[src/rtl/uart_tx_arbiter.sv]
// Two-requester round-robin arbiter feeding a UART transmitter in bursts of
// 2^BRUST_SIZE_LOG bytes; a burst is never interleaved with the other requester.
module uart_tx_arbiter #(
  parameter int BRUST_SIZE_LOG = 2,
  parameter int DATA_WIDTH     = 8
) (
  input  logic                  clk,
  input  logic                  rst,
  input  logic                  req0_valid,
  input  logic [DATA_WIDTH-1:0] req0_data,
  output logic                  req0_ready,
  input  logic                  req1_valid,
  input  logic [DATA_WIDTH-1:0] req1_data,
  output logic                  req1_ready,
  output logic                  send_start,
  output logic [DATA_WIDTH-1:0] send_data,
  input  logic                  send_finish,
  output logic [1:0]            grant,
  output logic                  busy
);

  localparam int                CNT_W    = (BRUST_SIZE_LOG > 0) ? BRUST_SIZE_LOG : 1;
  localparam logic [CNT_W-1:0]  CNT_LAST = CNT_W'((1 << BRUST_SIZE_LOG) - 1);

  typedef enum logic [1:0] {
    IDLE,
    LOAD,
    START,
    WAIT
  } state_t;

  state_t                state, state_nxt;
  logic [1:0]            grant_nxt;
  logic                  last_grant, last_grant_nxt;  // 1 = requester 1 won last
  logic [CNT_W-1:0]      cnt, cnt_nxt;
  logic [DATA_WIDTH-1:0] send_data_nxt;
  logic                  accept;

  // Handshake outputs decode registered state only, never the valids.
  assign req0_ready = (state == LOAD) && grant[0];
  assign req1_ready = (state == LOAD) && grant[1];
  assign send_start = (state == START);
  assign busy       = (state != IDLE);
  assign accept     = (req0_valid && req0_ready) || (req1_valid && req1_ready);

  always_ff @(posedge clk) begin
    if (rst) begin
      state      <= IDLE;
      grant      <= '0;
      last_grant <= 1'b1;
      cnt        <= '0;
      send_data  <= '0;
    end else begin
      state      <= state_nxt;
      grant      <= grant_nxt;
      last_grant <= last_grant_nxt;
      cnt        <= cnt_nxt;
      send_data  <= send_data_nxt;
    end
  end

  always_comb begin
    state_nxt      = state;
    grant_nxt      = grant;
    last_grant_nxt = last_grant;
    cnt_nxt        = cnt;
    send_data_nxt  = send_data;
    case (state)
      IDLE: begin
        if (req0_valid || req1_valid) begin
          state_nxt = LOAD;
          if (req0_valid && req1_valid)
            grant_nxt = last_grant ? 2'b01 : 2'b10;
          else
            grant_nxt = req0_valid ? 2'b01 : 2'b10;
        end
      end
      LOAD: begin
        if (accept) begin
          send_data_nxt = grant[1] ? req1_data : req0_data;
          state_nxt     = START;
        end
      end
      START: state_nxt = WAIT;
      WAIT: begin
        if (send_finish) begin
          cnt_nxt = cnt + CNT_W'(1);
          if (cnt == CNT_LAST) begin
            // Burst done: release the channel and remember who owned it.
            state_nxt      = IDLE;
            grant_nxt      = '0;
            last_grant_nxt = grant[1];
            cnt_nxt        = '0;
          end else begin
            state_nxt = LOAD;
          end
        end
      end
      default: state_nxt = IDLE;
    endcase
  end

endmodule

[config.mk]
export PLATFORM = sky130hd
export DESIGN_NAME = uart_tx_arbiter
export DESIGN_NICKNAME = d
export VERILOG_FILES = /design/src/rtl/uart_tx_arbiter.sv
export SDC_FILE = /design/constraint.sdc
export NUM_CORES = 1
export LEC_CHECK = 0
export BUFFER_PORTS_ARGS = -buffer_cell sky130_fd_sc_hd__buf_2
export CORE_ASPECT_RATIO = 1.4
export CORE_MARGIN = 3
export CORE_UTILIZATION = 42
export DETAILED_ROUTE_END_ITERATION = 10
export GPL_ROUTABILITY_DRIVEN = 0
export GPL_TIMING_DRIVEN = 0
export PLACE_DENSITY_LB_ADDON = 0.05
export SETUP_SLACK_MARGIN = 0.5
export SLEW_MARGIN = 10
export SYNTH_ARGS = -nofsm -noshare
export SYNTH_HDL_FRONTEND = slang
export SYNTH_SLANG_ARGS = --single-unit
[constraint.sdc]
create_clock -name clk -period 1.45 [get_ports clk]
set_input_delay 0.0725 -clock clk [delete_from_list [all_inputs] [get_ports clk]]
set_output_delay 0.0725 -clock clk [all_outputs]
set_load 0.02 [all_outputs]
After elaboration in Yosys (flattened, before gate mapping)
Index checks and enable logic that the tools add are counted. W data, S select, Z words.

Add/sub/neg operators: 1. Equal/unequal tests: 8. Mux-type cells: 14. Reductions and logical operators: 15.

Operators by type and width (count): $mux W2 (10); $mux W8 (1); $ne A2 B2 Y1 const B (4); $pmux W2 S4 (1); $eq A2 B2 Y1 const B (3); $reduce_and A3 Y1 (2); $logic_and A1 B1 Y1 (5); $pmux W2 S2 (1); $reduce_and A2 Y1 (2); $reduce_and A4 Y1 (1); $reduce_bool A2 Y1 (2); $add A2 B1 Y2 const B (1); $eq A2 B1 Y1 const B (1); $logic_not A2 Y1 (1); $logic_or A1 B1 Y1 (2); $mux W1 (1).

Bits in registers: 15. Bits of input ports: 21. Output and inout bits: 14.

Logic depth before layout (Yosys ltp)
Depth in word-level cells: 6. Gate-level depth with buffers: 5. Gate-level depth less buffers: 5.

Worst setup path before layout
OpenSTA, ideal clock, no wires.

Path kind: register -> register. Start point: reg state[0]. End point: reg state[0]. Library setup time: 0.121 ns. Arrival: 1.376 ns. Required time: 1.329 ns. Setup slack: -0.047 ns. Stages on the path, launching flop included: 6. Period minus slack after synthesis: 1.497 ns. Cells stage by stage: dfxtp_1 inv_1 ha_1 nor3b_1 a221oi_2 mux2_2.

Cells in the longest elaborated chain, start to end: 6. Elaborated cells between the ends (all ways): 14.

RTL lines: start, declared (RTL line 32) `state_t state, state_nxt;`; start signal, assigned (RTL line 54) `state <= state_nxt;`; $eq A2 B1 Y1 (RTL line 40, 41, 68); $logic_and A1 B1 Y1, on equally long branches (RTL line 40, 41); $logic_and A1 B1 Y1 (RTL line 44) `assign accept = (req0_valid && req0_ready) || (req1_valid && req1_ready);`; $logic_or A1 B1 Y1 (RTL line 44); $ne A2 B2 Y1 (no source line); $reduce_and A3 Y1 (no source line).

Parallel ways exist; a longest one is shown, timed or not. A chain may end at the register's enable or synchronous reset.

Final worst setup path
Start point: reg state[1]. End point: reg state[0].

The elaborated chain is that of the path after synthesis.

==> impl_table.tex <==
\begin{tabular}{lr}
\hline
Metric & Value \\
\hline
\multicolumn{2}{l}{\textbf{Run status}} \\
\quad Run status & finished clean \\
\multicolumn{2}{l}{\textbf{Synthesis}} \\
\quad Cell area after synthesis & 882 sq um \\
\quad Sequential-to-total area share from yosys stat & 34.0\% \\
\quad Cell types occupying the most area after synthesis & sky130\_fd\_sc\_hd\_\_dfxtp\_1 34\%, sky130\_fd\_sc\_hd\_\_mux2i\_1 15\%, sky130\_fd\_sc\_hd\_\_a211oi\_2 11\% \\
\quad Register bit count reported by yosys & 15 \\
\quad Number of distinct library cell variants in the gate-level netlist after synthesis & 24 \\
\quad Fraction of post-synthesis cell area in the top cell type by area & 34.0\% \\
\quad Net count after synthesis & 116 \\
\quad Mean instance size in the synthesized netlist & 9.80 sq um \\
\quad Synth warnings & 0 \\
\quad Synthesized instance count & 90 \\
\quad Library cell with the largest summed area after synthesis & sky130\_fd\_sc\_hd\_\_dfxtp\_1 \\
\multicolumn{2}{l}{\textbf{Pwr}} \\
\quad Part of the total power dissipated in sequential elements & 26.1\% \\
\quad Share of total power consumed by net switching & 39.1\% \\
\quad Internal power component & 1.43 mW \\
\quad Part of the power in combinational logic & 63.5\% \\
\quad Max rail drop VDD & 1.06 mV \\
\quad Pwr Density & 1660 nW/um\^{}2 \\
\quad Reported net switching power & 916 uW \\
\quad Part of the total power dissipated in the clock network & 10.3\% \\
\quad Reported leakage power & 0.626 nW \\
\multicolumn{2}{l}{\textbf{GRT}} \\
\quad Number of antenna violations at the first check in global routing & 0 \\
\quad Vias in the first global route & 826 \\
\quad Pin count of the biggest net entering global routing & 11 \\
\quad Wire length of the first global-routing pass & 3430 um \\
\quad Overall global routing resource usage & 16.9\% \\
\quad GRT Residual Overflow & 0 \\
\multicolumn{2}{l}{\textbf{Setup path}} \\
\quad Cell breakdown of the critical path & inv\_4 > ha\_4 > nor3b\_4 > a221oi\_2 > mux2\_4 \\
\quad Setup crit start kind & register \\
\quad CP Max Fanout & 4 \\
\quad Top cell family by delay on the critical path & flip-flops \\
\quad Worst Path Required & 1620 ps \\
\quad Biggest cell delay along the critical path & 390 ps \\
\quad Sum of buffers and inverters on the critical path & 1 \\
\quad Worst Path Class, Setup & reg2reg \\
\quad Slowest stage cell, crit path & sky130\_fd\_sc\_hd\_\_dfxtp\_4 \\
\quad CP arrival & 1590 ps \\
\quad Element type at the critical path end & register \\
\multicolumn{2}{l}{\textbf{Detailed routing}} \\
\quad Post-DRT Antenna Nets & 0 \\
\quad Detailed-router iteration count before antenna repair & 2 \\
\quad Routed WL per cell & 13.0 um \\
\quad First DRT Iteration DRCs & 16 \\
\quad Final routed wirelength across all metal layers & 2130 um \\
\quad Via count of the routed design & 855 \\
\quad Count of unresolved DRC violations after routing & 0 \\
\quad Detailed-route vias per instance & 5.25 \\
\multicolumn{2}{l}{\textbf{Job}} \\
\quad Number of maximum-capacitance constraint violations & 0 \\
\multicolumn{2}{l}{\textbf{Worst hold path}} \\
\quad Type of the worst min-delay path & in2reg \\
\multicolumn{2}{l}{\textbf{Timing}} \\
\quad Unrepaired setup endpoints after global routing & true \\
\quad Number of hold violations in the final report & 0 \\
\quad Crit path setup slack, layout & 30.8 ps \\
\quad Transition at the pin with the smallest max-transition slack & 304 ps \\
\quad Highest clock rate & 705 MHz \\
\quad Final setup violation count & 0 \\
\quad Min cycle time layout & 1420 ps \\
\quad Max-Slew Margin vs Limit & 79.7\% \\
\quad Slew Viols, Final & 0 \\
\quad Maximum clock skew at final layout & 6.79 ps \\
\quad Share of the cycle needed by the critical path after routing & 97.9\% \\
\quad Setup Total Neg Slack & 0 ps \\
\quad Hold slack final & 93.8 ps \\
\multicolumn{2}{l}{\textbf{Cells and area}} \\
\quad Area used by multi-input combinational logic & 639 sq um \\
\quad Share of the core filled with cells in the final layout & 71.7\% \\
\quad Layout Area Growth over Synthesis & 60.3\% \\
\quad Count of filler cells inserted in the layout & 151 \\
\quad Final cell area excluding filler cells & 1410 sq um \\
\quad Most frequent cells in the layout & 29 x sky130\_fd\_sc\_hd\_\_buf\_2, 13 x sky130\_fd\_sc\_hd\_\_mux2i\_1, 12 x sky130\_fd\_sc\_hd\_\_buf\_4 \\
\quad Leading cell type in the layout, fill and taps excluded & sky130\_fd\_sc\_hd\_\_buf\_2 \\
\quad Number of antenna cells inserted & 0 \\
\quad Fin nets & 169 \\
\quad Proportion of layout cells with a drive suffix above 1 & 64.1\% \\
\quad Flip-flop and latch area & 314 sq um \\
\multicolumn{2}{l}{\textbf{Clocking}} \\
\quad TritonCTS Sinks & 15 \\
\quad Clock edge transition at the registers on the reported setup and hold paths & 90 ps \\
\quad CTS H-tree lvls & 1 \\
\quad Clock network latency to the later pin of the worst-skew pair & 280 ps \\
\quad Hold buffer count at CTS & 0 \\
\quad Total CTS buffers & 3 \\
\quad Longest Clk Path Bufs & 2 \\
\quad CTS tree & yes \\
\quad CTS Root Buffer Type & sky130\_fd\_sc\_hd\_\_clkbuf\_4 \\
\multicolumn{2}{l}{\textbf{Die}} \\
\quad Initial Utilization & 44.7\% \\
\quad Horizontal die dimension & 44.7 um \\
\quad DIE AREA & 2690 sq um \\
\quad Standard cell core area & 1970 sq um \\
\quad Cell Rows & 19 \\
\quad Number of primary I/O pins & 35 \\
\quad Die height & 60.2 um \\
\multicolumn{2}{l}{\textbf{Place}} \\
\quad Half-perimeter wire length of the detailed placement result & 1460 um \\
\quad Worst Setup Slack post-DPL & -28.1 ps \\
\quad Placed cell area & 1120 sq um \\
\quad Total of buffers placed on input and output ports & 33 \\
\hline
\end{tabular}
synthesized netlist by cell type:
| cell type | n |
|---|---|
| sky130_fd_sc_hd__dfxtp_1 | 15 |
| sky130_fd_sc_hd__mux2i_1 | 13 |
| sky130_fd_sc_hd__a21oi_1 | 10 |
| sky130_fd_sc_hd__a211oi_2 | 8 |
| sky130_fd_sc_hd__nand2b_1 | 7 |
| sky130_fd_sc_hd__ha_1 | 5 |
| sky130_fd_sc_hd__inv_1 | 5 |
| sky130_fd_sc_hd__nor2_1 | 4 |
| sky130_fd_sc_hd__and2_1 | 2 |
| sky130_fd_sc_hd__buf_2 | 2 |
| sky130_fd_sc_hd__buf_6 | 2 |
| sky130_fd_sc_hd__clkbuf_1 | 2 |
| sky130_fd_sc_hd__nand2_1 | 2 |
| sky130_fd_sc_hd__nand3_1 | 2 |
| sky130_fd_sc_hd__nand3b_1 | 2 |
| sky130_fd_sc_hd__a221oi_2 | 1 |
| sky130_fd_sc_hd__a22o_1 | 1 |
| sky130_fd_sc_hd__a22oi_1 | 1 |
| sky130_fd_sc_hd__a31oi_1 | 1 |
| sky130_fd_sc_hd__and2_4 | 1 |
| sky130_fd_sc_hd__mux2_2 | 1 |
| sky130_fd_sc_hd__nor2b_1 | 1 |
| sky130_fd_sc_hd__nor3b_1 | 1 |
| sky130_fd_sc_hd__o21ai_0 | 1 |
power by group through the flow:
stage / Clock [mW] / Combinational [mW] / Sequential [mW]
after floorplan: 0 / 0.670 / 0.638
after global placement: 0 / 0.933 / 0.580
after detailed placement: 0 / 0.948 / 0.583
after CTS: 0.253 / 1.29 / 0.601
after global routing: 0.269 / 1.60 / 0.628
final: 0.242 / 1.49 / 0.613
cell type report:
type	instances	share of cell area, %
buffer	6	3.89
clock buffer	4	1.86
inverter	5	1.86
multi-input combinational	64	45.2
sequential	15	22.2
tap	21	1.86
timing repair buffer	48	23.1
worst paths after layout:
check	from	depth (start not counted)	slack, ps	end
worst min register to register	cnt[1]	2	480	cnt[1]
worst max register to register	state[1]	5	30	state[0]
worst min-delay path	send_finish	3	90	cnt[1]
worst max-delay path	state[1]	5	30	state[0]
worst register-to-register path: stages, from the launching register on:
cell	delay (ps)
sky130_fd_sc_hd__dfxtp_4	390
sky130_fd_sc_hd__inv_4	50
sky130_fd_sc_hd__ha_4	150
sky130_fd_sc_hd__nor3b_4	150
sky130_fd_sc_hd__a221oi_2	240
sky130_fd_sc_hd__mux2_4	330
what timing repair did:
action / 4_1_cts / 5_1_grt
setup endpoints to repair: 19 / 19
pin swaps: 7 / 5
buffers inserted: 7 / 8
resized for setup: 28 / 15
per-stage QoR:
stage / std cells / total power [mW]
2_1_floorplan: 90 / 1.31
3_3_place_gp: 144 / 1.51
3_5_place_dp: 144 / 1.53
4_1_cts: 155 / 2.15
5_1_grt: 163 / 2.50
6_report: 163 / 2.34
sequential cells by signal, summed over array words and instances, names as in the netlist:
register / count
state: 2
cnt: 2
last_grant: 1
grant: 2
send_data: 8
routing by layer:
layer	track usage, %	share of wire, %	up-vias
li1	-	-	424
met3	2.71	5.5	4
met4	8.62	1.3	0
met5	0	0	-
met1	17.0	37	403
met2	32.0	56	24
logic make-up (layout without fill, tap and decap cells):
| kind of cell | Yosys count | after routing | synth area share, % |
|---|---|---|---|
| buffers and inverters | 11 | 63 | 6.67 |
| AND/OR/NAND/NOR | 22 | 22 | 14.3 |
| AO/OA/AOI/OAI | 23 | 23 | 21.8 |
| adder cells (fa/ha/maj) | 5 | 5 | 7.09 |
| multiplexers | 14 | 14 | 16.0 |
| flip-flops | 15 | 15 | 34.0 |
Note: power is estimated with default switching activity, not from simulation.
